[src/rtl/bfp_pkg.sv]
// Shared types and helpers for the block-floating-point scheduler.
package bfp_pkg;

    // Controller states.
    typedef enum logic [2:0] {
        IDLE,
        FILL,
        STREAM,
        PAD,
        DRAIN
    } state_t;

    // Bit positions inside the sticky error vector.
    localparam int ERR_UNDERRUN = 0;
    localparam int ERR_OVERFLOW = 1;
    localparam int ERR_WIDTH    = 2;

    // Exponent width needed to shift a datapath word of the given width.
    function automatic int shift_width(input int data_width);
        return $clog2(data_width + 1);
    endfunction

endpackage

[src/rtl/bfp_exp_queue.sv]
// Small synchronous FIFO holding per-block shift values until the matching
// output block starts popping from the delay line.
module bfp_exp_queue
    import bfp_pkg::*;
#(
    parameter int SHIFT_WIDTH = shift_width(16),
    parameter int DEPTH       = 2
) (
    input  logic                   i_clk,
    input  logic                   i_rst_n,
    input  logic                   i_enq,
    input  logic [SHIFT_WIDTH-1:0] i_data,
    input  logic                   i_deq,
    output logic [SHIFT_WIDTH-1:0] o_head,
    output logic                   o_full,
    output logic                   o_empty
);

    localparam int PTR_W = (DEPTH > 1) ? $clog2(DEPTH) : 1;
    localparam int CNT_W = $clog2(DEPTH + 1);
    localparam logic [PTR_W-1:0] PTR_LAST = PTR_W'(DEPTH - 1);
    localparam logic [CNT_W-1:0] CNT_FULL = CNT_W'(DEPTH);

    logic [SHIFT_WIDTH-1:0] mem_reg [DEPTH];
    logic [PTR_W-1:0]       wr_ptr_reg;
    logic [PTR_W-1:0]       rd_ptr_reg;
    logic [CNT_W-1:0]       count_reg;
    logic                   wr_en;
    logic                   rd_en;

    assign o_full  = (count_reg == CNT_FULL);
    assign o_empty = (count_reg == '0);
    assign rd_en   = i_deq & ~o_empty;
    // A full queue still accepts a new value when a slot frees up this cycle.
    assign wr_en   = i_enq & (~o_full | rd_en);
    assign o_head  = mem_reg[rd_ptr_reg];

    // Storage slots: write at the write pointer.
    always_ff @(posedge i_clk or negedge i_rst_n) begin
        if (!i_rst_n) begin
            for (int i = 0; i < DEPTH; i++) begin
                mem_reg[i] <= '0;
            end
        end else if (wr_en) begin
            mem_reg[wr_ptr_reg] <= i_data;
        end
    end

    // Pointer and occupancy bookkeeping.
    always_ff @(posedge i_clk or negedge i_rst_n) begin
        if (!i_rst_n) begin
            wr_ptr_reg <= '0;
            rd_ptr_reg <= '0;
            count_reg  <= '0;
        end else begin
            if (wr_en) begin
                wr_ptr_reg <= (wr_ptr_reg == PTR_LAST) ? '0 : wr_ptr_reg + PTR_W'(1);
            end
            if (rd_en) begin
                rd_ptr_reg <= (rd_ptr_reg == PTR_LAST) ? '0 : rd_ptr_reg + PTR_W'(1);
            end
            case ({wr_en, rd_en})
                2'b10:   count_reg <= count_reg + CNT_W'(1);
                2'b01:   count_reg <= count_reg - CNT_W'(1);
                default: count_reg <= count_reg;
            endcase
        end
    end

endmodule

[src/rtl/bfp_block_scheduler.sv]
// Block framing, delay-line push/pop and per-block exponent sequencing for
// the block-floating-point normalizer, with end-to-end backpressure and a
// zero-padding flush of the final partial block.
module bfp_block_scheduler
    import bfp_pkg::*;
#(
    parameter int BLOCK_SIZE  = 256,
    parameter int SHIFT_WIDTH = shift_width(16),
    parameter int EXPQ_DEPTH  = 2
) (
    input  logic                   i_clk,
    input  logic                   i_rst_n,
    input  logic                   i_enable,
    input  logic                   i_flush,
    input  logic                   i_s_valid,
    output logic                   o_s_ready,
    output logic                   o_calc_valid,
    output logic                   o_calc_last,
    output logic                   o_pad,
    input  logic [SHIFT_WIDTH-1:0] i_shift,
    input  logic                   i_shift_valid,
    output logic                   o_fifo_push,
    output logic                   o_fifo_pop,
    input  logic                   i_m_ready,
    output logic                   o_m_valid,
    output logic                   o_m_last,
    output logic [SHIFT_WIDTH-1:0] o_exponent,
    output logic                   o_busy,
    output logic [1:0]             o_err
);

    localparam int CNT_W      = $clog2(BLOCK_SIZE);
    localparam int TMO_CYCLES = 4 * BLOCK_SIZE;
    localparam int TMO_W      = $clog2(TMO_CYCLES) + 1;
    localparam logic [CNT_W-1:0] CNT_LAST = CNT_W'(BLOCK_SIZE - 1);
    localparam logic [TMO_W-1:0] TMO_LAST = TMO_W'(TMO_CYCLES - 1);

    state_t                 state_reg, state_next;
    logic [CNT_W-1:0]       in_cnt_reg, in_cnt_next;
    logic [CNT_W-1:0]       out_cnt_reg, out_cnt_next;
    logic                   primed_reg, primed_next;
    logic [TMO_W-1:0]       tmo_cnt_reg, tmo_cnt_next;
    logic [SHIFT_WIDTH-1:0] exponent_reg;
    logic                   m_valid_reg, m_last_reg;
    logic [ERR_WIDTH-1:0]   err_reg, err_next;

    logic s_ready, accept, pad_cycle, drain_cycle, push, pop;
    logic in_last, out_last, exp_starved, tmo_expired;
    logic q_enq, q_deq, q_full, q_empty, q_overflow;
    logic [SHIFT_WIDTH-1:0] q_head;

    bfp_exp_queue #(
        .SHIFT_WIDTH (SHIFT_WIDTH),
        .DEPTH       (EXPQ_DEPTH)
    ) u_exp_queue (
        .i_clk   (i_clk),
        .i_rst_n (i_rst_n),
        .i_enq   (q_enq),
        .i_data  (i_shift),
        .i_deq   (q_deq),
        .o_head  (q_head),
        .o_full  (q_full),
        .o_empty (q_empty)
    );

    assign in_last  = (in_cnt_reg == CNT_LAST);
    assign out_last = (out_cnt_reg == CNT_LAST);

    // Handshake and advance qualifiers per state.
    always_comb begin
        s_ready     = 1'b0;
        pad_cycle   = 1'b0;
        drain_cycle = 1'b0;
        case (state_reg)
            FILL:    s_ready     = 1'b1;
            // Starting a new output block needs that block's exponent queued.
            STREAM:  s_ready     = i_m_ready & ((out_cnt_reg != '0) | ~q_empty);
            PAD:     pad_cycle   = i_m_ready;
            DRAIN:   drain_cycle = i_m_ready & ((out_cnt_reg != '0) | ~q_empty);
            default: ;
        endcase
    end

    assign accept = i_s_valid & s_ready;
    assign push   = accept | pad_cycle;
    // Padding after a FILL-only flush has nothing older in the delay line to pop.
    assign pop    = ((state_reg == STREAM) & accept)
                  | ((state_reg == PAD) & pad_cycle & primed_reg)
                  | drain_cycle;

    assign q_enq       = i_shift_valid;
    assign q_deq       = pop & (out_cnt_reg == '0);
    assign q_overflow  = q_enq & q_full & ~q_deq;
    assign exp_starved = (state_reg == DRAIN) & (out_cnt_reg == '0) & q_empty;
    assign tmo_expired = exp_starved & (tmo_cnt_reg == TMO_LAST);

    // Next-state, counter and sticky-error logic.
    always_comb begin
        state_next   = state_reg;
        in_cnt_next  = push ? in_cnt_reg + CNT_W'(1) : in_cnt_reg;
        out_cnt_next = pop ? out_cnt_reg + CNT_W'(1) : out_cnt_reg;
        tmo_cnt_next = exp_starved ? tmo_cnt_reg + TMO_W'(1) : '0;
        err_next     = err_reg;
        err_next[ERR_OVERFLOW] = err_reg[ERR_OVERFLOW] | q_overflow;
        err_next[ERR_UNDERRUN] = err_reg[ERR_UNDERRUN] | tmo_expired;
        case (state_reg)
            IDLE: begin
                if (i_enable) state_next = FILL;
            end
            FILL: begin
                if (i_flush) begin
                    if (in_cnt_next != '0) state_next = PAD;
                    else if (accept)       state_next = DRAIN;
                    else                   state_next = IDLE;
                end else if (accept && in_last) begin
                    state_next = STREAM;
                end
            end
            STREAM: begin
                if (i_flush) state_next = (in_cnt_next != '0) ? PAD : DRAIN;
            end
            PAD: begin
                if (pad_cycle && in_last) state_next = DRAIN;
            end
            DRAIN: begin
                if ((drain_cycle && out_last) || tmo_expired) state_next = IDLE;
            end
            default: state_next = IDLE;
        endcase
        if (state_next == IDLE)        primed_next = 1'b0;
        else if (state_next == STREAM) primed_next = 1'b1;
        else                           primed_next = primed_reg;
    end

    // State, counters, exponent hold register and registered output strobes.
    always_ff @(posedge i_clk or negedge i_rst_n) begin
        if (!i_rst_n) begin
            state_reg    <= IDLE;
            in_cnt_reg   <= '0;
            out_cnt_reg  <= '0;
            primed_reg   <= 1'b0;
            tmo_cnt_reg  <= '0;
            exponent_reg <= '0;
            m_valid_reg  <= 1'b0;
            m_last_reg   <= 1'b0;
            err_reg      <= '0;
        end else begin
            state_reg   <= state_next;
            in_cnt_reg  <= in_cnt_next;
            out_cnt_reg <= out_cnt_next;
            primed_reg  <= primed_next;
            tmo_cnt_reg <= tmo_cnt_next;
            err_reg     <= err_next;
            m_valid_reg <= pop;
            m_last_reg  <= pop & out_last;
            if (q_deq) exponent_reg <= q_head;
        end
    end

    assign o_s_ready    = s_ready;
    assign o_calc_valid = push;
    assign o_calc_last  = push & in_last;
    assign o_pad        = pad_cycle;
    assign o_fifo_push  = push;
    assign o_fifo_pop   = pop;
    assign o_m_valid    = m_valid_reg;
    assign o_m_last     = m_last_reg;
    assign o_exponent   = exponent_reg;
    assign o_busy       = (state_reg != IDLE);
    assign o_err        = err_reg;

endmodule
[config.mk]
export PLATFORM = sky130hd
export DESIGN_NAME = bfp_block_scheduler
export DESIGN_NICKNAME = d
export VERILOG_FILES = /design/src/rtl/bfp_pkg.sv /design/src/rtl/bfp_exp_queue.sv /design/src/rtl/bfp_block_scheduler.sv
export SDC_FILE = /design/constraint.sdc
export NUM_CORES = 1
export LEC_CHECK = 0
export CELL_PAD_IN_SITES_DETAIL_PLACEMENT = 0
export CELL_PAD_IN_SITES_GLOBAL_PLACEMENT = 1
export CORE_AREA = 5 5 98 100
export CTS_CLUSTER_DIAMETER = 40
export CTS_CLUSTER_SIZE = 28
export DETAILED_ROUTE_END_ITERATION = 10
export DIE_AREA = 0 0 103 105
export PLACE_DENSITY = 0.56
export SYNTH_ARGS = -nofsm -noshare
export SYNTH_HDL_FRONTEND = slang
export SYNTH_SLANG_ARGS = --single-unit
[constraint.sdc]
create_clock -name i_clk -period 6.2 [get_ports i_clk]
set_clock_uncertainty 0.05 [all_clocks]
set_input_delay 0.62 -clock i_clk [delete_from_list [all_inputs] [get_ports i_clk]]
set_output_delay 0.62 -clock i_clk [all_outputs]
set_load 0.01 [all_outputs]
==> After elaboration in Yosys (flattened, before gate mapping) <==
Index checks and enable logic that the tools add are counted.
{ "op_classes": {"addsub": 7, "eq_ne": 11, "order_cmp": 3, "mux": 26, "reduce_logical": 14, "bitwise": 27} }
{ "op_table": {"columns": ["op", "count"], "rows": [
  ["3-bit 2-to-1 mux", 9],
  ["5-bit 2-to-1 mux", 4],
  ["8-bit by 1-bit adder with 8-bit output (second input constant)", 2],
  ["8-bit == test (second input constant)", 2],
  ["8-bit nonzero test", 2],
  ["1-bit bitwise AND", 15],
  ["3-bit one-hot mux with 5 select lines", 1],
  ["11-bit by 1-bit adder with 11-bit output (second input constant)", 1],
  ["11-bit by 10-bit == test with 1-bit output (second input constant)", 1],
  ["11-bit 2-to-1 mux", 1],
  ["10-bit bitwise mux", 1],
  ["3-bit by 2-bit == test with 1-bit output (second input constant)", 3],
  ["8-bit zero test", 1],
  ["8-bit 2-to-1 mux", 1],
  ["1-bit bitwise OR", 7],
  ["3-bit zero test", 2],
  ["1-bit 2-to-1 mux", 6],
  ["5-bit demux with 1-bit select", 1],
  ["2-bit == test (second input constant)", 2],
  ["2-bit greater-or-equal comparator (second input constant)", 2],
  ["1-bit logical AND", 4],
  ["1-bit inverter with 2-bit output", 2],
  ["2-bit one-hot mux with 2 select lines", 1],
  ["2-bit nonzero test", 2],
  ["other kinds (12)", 15]
]} }
{ "totals": {"wordCells": 102, "in_bits": 12, "reg_bits": 54, "output_inout_bits": 16} }

==> Longest topological paths before layout <==
{ "logic_depth": {"ltp_word": 15, "depth_mapped": 11, "depth_no_buf": 11} }

==> Hierarchy <==
Synthesis repeated with hierarchy kept, for this count alone.
{ "hier_totals": {"hier_cells": 257, "hier_area_um2": 2801.4} }
{ "by_module_without_submodules": {"columns": ["module", "n_inst", "area_each_um2", "cells_per_inst", "seq_area_each_um2"], "rows": [
  ["bfp_block_scheduler", 1, 2084.5, 204, 1001.0],
  ["bfp_exp_queue", 1, 716.9, 53, 350.3]
]} }

==> Worst setup path before layout <==
No wires, ideal clock.
{ "synth_timing": {"path_type": "flip-flop to flip-flop", "start": "register out_cnt_reg[0]", "end": "register primed_reg", "path_stages_with_launch": 11, "period_less_slack_ns": 2.760, "slack_ns": 3.440, "n_path_buf": 0, "required_time_ns": 6.024, "arrival_ns": 2.584, "setup_time_ns": 0.126, "path_cell_list": "dfrtp_1 inv_1 ha_1 or4b_4 nor4_4 o21ai_2 nor4_2 o221ai_2 a21o_1 and3b_1 a221o_1"} }
{ "synth_via": {"elab_chain_cells": 13, "word_cells_on_any_way": 29, "cone_classes": "2 x eq/ne; 12 x mux; 7 x bitwise; 8 x reduce/logical"} }
{ "synth_rtl": {"columns": ["item", "line", "rtl"], "rows": [
  ["start: declaration", "bfp_block_scheduler.sv:40", "logic [CNT_W-1:0] out_cnt_reg, out_cnt_next;"],
  ["start signal: assignment", "bfp_block_scheduler.sv:150", "out_cnt_reg <= out_cnt_next;"],
  ["8-bit nonzero test", "bfp_block_scheduler.sv:77, bfp_block_scheduler.sv:79", null],
  ["1-bit bitwise OR", "bfp_block_scheduler.sv:77, bfp_block_scheduler.sv:79", null],
  ["1-bit bitwise AND", "bfp_block_scheduler.sv:77, bfp_block_scheduler.sv:79", null],
  ["1-bit one-hot mux with 2 select lines", "bfp_block_scheduler.sv:74", "case (state_reg)"],
  ["1-bit bitwise AND", "bfp_block_scheduler.sv:84", "assign accept = i_s_valid & s_ready;"],
  ["1-bit bitwise OR", "bfp_block_scheduler.sv:85", "assign push = accept | pad_cycle;"],
  ["8-bit 2-to-1 mux", "bfp_block_scheduler.sv:100", "in_cnt_next = push ? in_cnt_reg + CNT_W'(1) : in_cnt_reg;"],
  ["8-bit nonzero test", "bfp_block_scheduler.sv:112, bfp_block_scheduler.sv:120", null],
  ["3-bit 2-to-1 mux, on equally long branches", "bfp_block_scheduler.sv:120, bfp_block_scheduler.sv:112", null],
  ["3-bit 2-to-1 mux, on equally long branches", "bfp_block_scheduler.sv:120, bfp_block_scheduler.sv:111", null],
  ["3-bit one-hot mux with 5 select lines *", "bfp_block_scheduler.sv:106", "case (state_reg)"],
  ["3-bit by 2-bit == test with 1-bit output / 3-bit zero test (equally long branches)", "bfp_block_scheduler.sv:131, bfp_block_scheduler.sv:130", null],
  ["2-bit nonzero test (no line) / 1-bit 2-to-1 mux (equally long branches)", null, null],
  ["end signal: assignment", "bfp_block_scheduler.sv:151", "primed_reg <= primed_next;"],
  ["end: declaration", "bfp_block_scheduler.sv:41", "logic primed_reg, primed_next;"]
]} }
Every way passes the cells marked *; elsewhere a longest branch is shown, timed or not.
A chain may end at the register's enable or synchronous reset.

==> Worst setup path in the final report <==
{ "layout_timing": {"start": "register out_cnt_reg[0]", "end": "output port o_calc_last"} }
{ "layout_via": {"elab_chain_cells": 7} }
{ "layout_rtl": {"columns": ["item", "line", "rtl"], "rows": [
  ["8-bit nonzero test", "bfp_block_scheduler.sv:77", "STREAM: s_ready = i_m_ready & ((out_cnt_reg != '0) | ~q_empty);"],
  ["1-bit bitwise OR", "bfp_block_scheduler.sv:77", null],
  ["1-bit bitwise AND", "bfp_block_scheduler.sv:77", null],
  ["1-bit one-hot mux with 2 select lines", "bfp_block_scheduler.sv:74", null],
  ["1-bit bitwise AND", "bfp_block_scheduler.sv:84", null],
  ["1-bit bitwise OR", "bfp_block_scheduler.sv:85", null],
  ["1-bit bitwise AND", "bfp_block_scheduler.sv:162", "assign o_calc_last = push & in_last;"],
  ["end: declaration", "bfp_block_scheduler.sv:18", "output logic o_calc_last,"]
]} }
Every way passes these cells.

==> flow_summary_export.csv <==
group,metric,value,unit
clock_tree,clock-sinks,54,
final_layout,antennaDiodeCount,0,
placement,place_ws,2.66,ns
grt,overflow,0,
clock_tree,clk_pin_slew,0.10,ns
placement,io_buffers,27,
floorplan,die_x,103,um
synthesis,netlist_top_cells_area,"dfrtp_1, xnor2_1, nor2_1",
synthesis,synth_seq_area_share,50.3,%
synthesis,yosys.area_share.simple,19.4,%
synthesis,syn-cell-area,0.00268,mm2
floorplan,core_area,0.00859,mm2
drt,via_per_inst,4.69,
synthesis,yosys.cell_types.count,53,
critical_path,worstSetupPathType,"reg2out",
clock_tree,insertion_delay,0.31,ns
sta,min_period,3.64,ns
grt,grt_antenna_before_repair,0,
synthesis,syn_nets,271,
sta,drv_slew,0,
sta,finalSetupTns,0,ns
synthesis,synth-main-ff-cell,"dfrtp_1",
floorplan,initial_core_util,31.2,%
clock_tree,holdBufCountCts,0,
sta,fin_ws,2.56,ns
critical_path,required,5.53,ns
synthesis,synthMuxAreaShare,6.85,%
critical_path,cp_top_family,"simple AND/OR/NAND/NOR gates",
worst_hold_path,hp-class,"in2async",
critical_path,max_stage_delay,0.50,ns
job,cap_violations,0,
synthesis,yosys.area.top_type,"dfrtp_1",
synthesis,synth_most_common_cell,"dfrtp_1",
power_and_ir_drop,vdd_drop_max,0.133,mV
clock_tree,htree_levels,2,
synthesis,synthTopCellsByCount,"dfrtp_1, nor2_1, nand2_1",
grt,grt_pass1_vias,1863,
synthesis,ys_warn_count,0,
synthesis,syn_inst,254,
sta,setup_viol,0,
clock_tree,cts_root_buf,"clkbuf_8",
drt,vias,1824,
synthesis,synthAdderAreaFrac,2.33,%
sta,finalHoldViolCount,0,
power_and_ir_drop,finalPower,1300,uW
grt,grt_pass1_wl,9.11,mm
floorplan,rows,34,
clock_tree,cts_tree,"done",
critical_path,worstPathArrival,2.97,ns
critical_path,worstPathCellList,"inv_1, ha_1, or4b_4, nor4_4, o21ai_2, nor2b_1, clkdlybuf4s50_1",
drt,ant_nets,0,
drt,wirelength,5.20,mm
clock_tree,cts_buffers,5,
final_layout,fin_nets,297,
final_layout,layout-drive-gt1-share,8.54,%
sta,rsz0062_at_grt,"no",
synthesis,synth_top_family_by_area,"simple AND/OR/NAND/NOR gates",
drt,dr.pass1.iters,4,
synthesis,postSynthAreaPerCell,10.6,um2
drt,drt_iter0_markers,77,
critical_path,cp-start-kind,"flop",
critical_path,r2r_cells,10,
clock_tree,cts_buffer_depth,2,
critical_path,r2r_end,"primed_reg$_DFFE_PN0P_",
synthesis,synthXorXnorAreaFrac,8.48,%
synthesis,synth-seq-cells,54,
grt,grt_usage,10.5,%
drt,avgRoutedWirePerCell,13.4,um
synthesis,synth_compound_area_share,10.2,%
clock_tree,post-cts-setup-buffers,0,
sta,slew_headroom,53.2,%
synthesis,synthDominantCellAreaShare,50.3,%
placement,place_congestion,0.749,
final_layout,area_growth,18.3,%
sta,worst_slew_pin_slew,0.702,ns
power_and_ir_drop,power_leakage,0.00130,uW
critical_path,reg2reg_from,"out_cnt_reg[0]$_DFFE_PN0N_",
synthesis,synth_async_sr_flop_share,100,%
floorplan,ioPinCount,28,
power_and_ir_drop,p_per_area,409,mW/mm2
critical_path,critPathBufInv,2,
critical_path,cp_max_fo,16,
synthesis,synth-edff-count,0,
clock_tree,cts_resized,0,
grt,grt_max_degree,55,
critical_path,ff2ff_setup_slack,2.92,ns
sta,fmax,274,MHz
floorplan,die-area,0.0108,mm2
critical_path,end_kind,"output pin",
run_status,status,"finished clean",
critical_path,crit_slowest_cell,"nor4_4",
floorplan,die_h,105,um
sta,post-route-period-util,58.8,%
drt,post-route-drc-count,0,
final_layout,largest_register_ffs,11,
placement,post-dp-hpwl,3.64,mm
==> worst max-delay path by stage <==
| stage | start | end | slack (ns) | cells after the start |
|---|---|---|---|---|
| 3_5_place_dp | i_m_ready | primed_reg$_DFFE_PN0P_ | 2.66 | 9 |
| 2_1_floorplan | out_cnt_reg[0]$_DFFE_PN0N_ | primed_reg$_DFFE_PN0P_ | 3.44 | 10 |
| 4_1_cts | out_cnt_reg[0]$_DFFE_PN0N_ | o_calc_last | 2.50 | 7 |
| 3_3_place_gp | i_m_ready | o_calc_last | 2.67 | 6 |
| 6_report | out_cnt_reg[0]$_DFFE_PN0N_ | o_calc_last | 2.56 | 7 |
| 5_1_grt | out_cnt_reg[0]$_DFFE_PN0N_ | o_calc_last | 2.39 | 7 |
==> per-stage QoR <==
step           cells  cell area [um2]  util (%)  hold WS, ns
2_1_floorplan    254             2680         -        0.274
3_3_place_gp     381             3060      35.6        0.421
3_5_place_dp     381             3060      35.6        0.427
4_1_cts          389             3170      36.9        0.410
5_1_grt          389             3170      36.9        0.444
6_report         389             3170      36.9        0.379
==> report_power, final <==
| group | internal (uW) | switching, uW |
|---|---|---|
| Combinational | 253 | 223 |
| Sequential | 464 | 116 |
| Clock | 123 | 119 |
| Total | 839 | 458 |
==> metal layers <==
| layer | vias to the layer above | share of wire (%) | track usage (%) | wire length (um) |
|---|---|---|---|---|
| li1 | 930 | - | - | - |
| met1 | 861 | 51 | 15.1 | 2630 |
| met2 | 28 | 44 | 15.6 | 2300 |
| met3 | 5 | 3.9 | 2.27 | 203 |
| met4 | 0 | 1.3 | 3.61 | 67 |
| met5 | - | 0 | 0 | 0 |
==> cell type report <==
| type | instances | area (um2) |
|---|---|---|
| clock buffers | 5 | 68.8 |
| clock inverters | 3 | 47.5 |
| fillers | 879 | 5420 |
| inverters | 6 | 22.5 |
| multi-input cells | 184 | 1270 |
| flip-flops and latches | 54 | 1350 |
| well taps | 108 | 135 |
| repair buffers | 29 | 280 |
==> cells in the final DEF (no fill, tap or decap), types with 5 or more instances in the layout <==
master / n
mux2i_1: 6
clkdlybuf4s50_1: 26
nor2b_1: 5
nor2_1: 25
nand3_1: 10
or3_1: 5
xnor2_1: 17
dfrtp_1: 54
nand2_1: 24
mux2_2: 6
clkbuf_8: 5
xor2_1: 9
ha_1: 5
mux2_1: 5
nand4_1: 5
o21ai_0: 5
a21oi_1: 10
inv_1: 6
==> cells by family after synthesis <==
| logic type | after synthesis |
|---|---|
| xor+xnor | 26 |
| buf+inv | 16 |
| fa+ha+maj | 5 |
| mux | 17 |
| flops | 54 |
| simple gates | 99 |
| compound gates | 37 |
(Power assumes the default switching activity.)
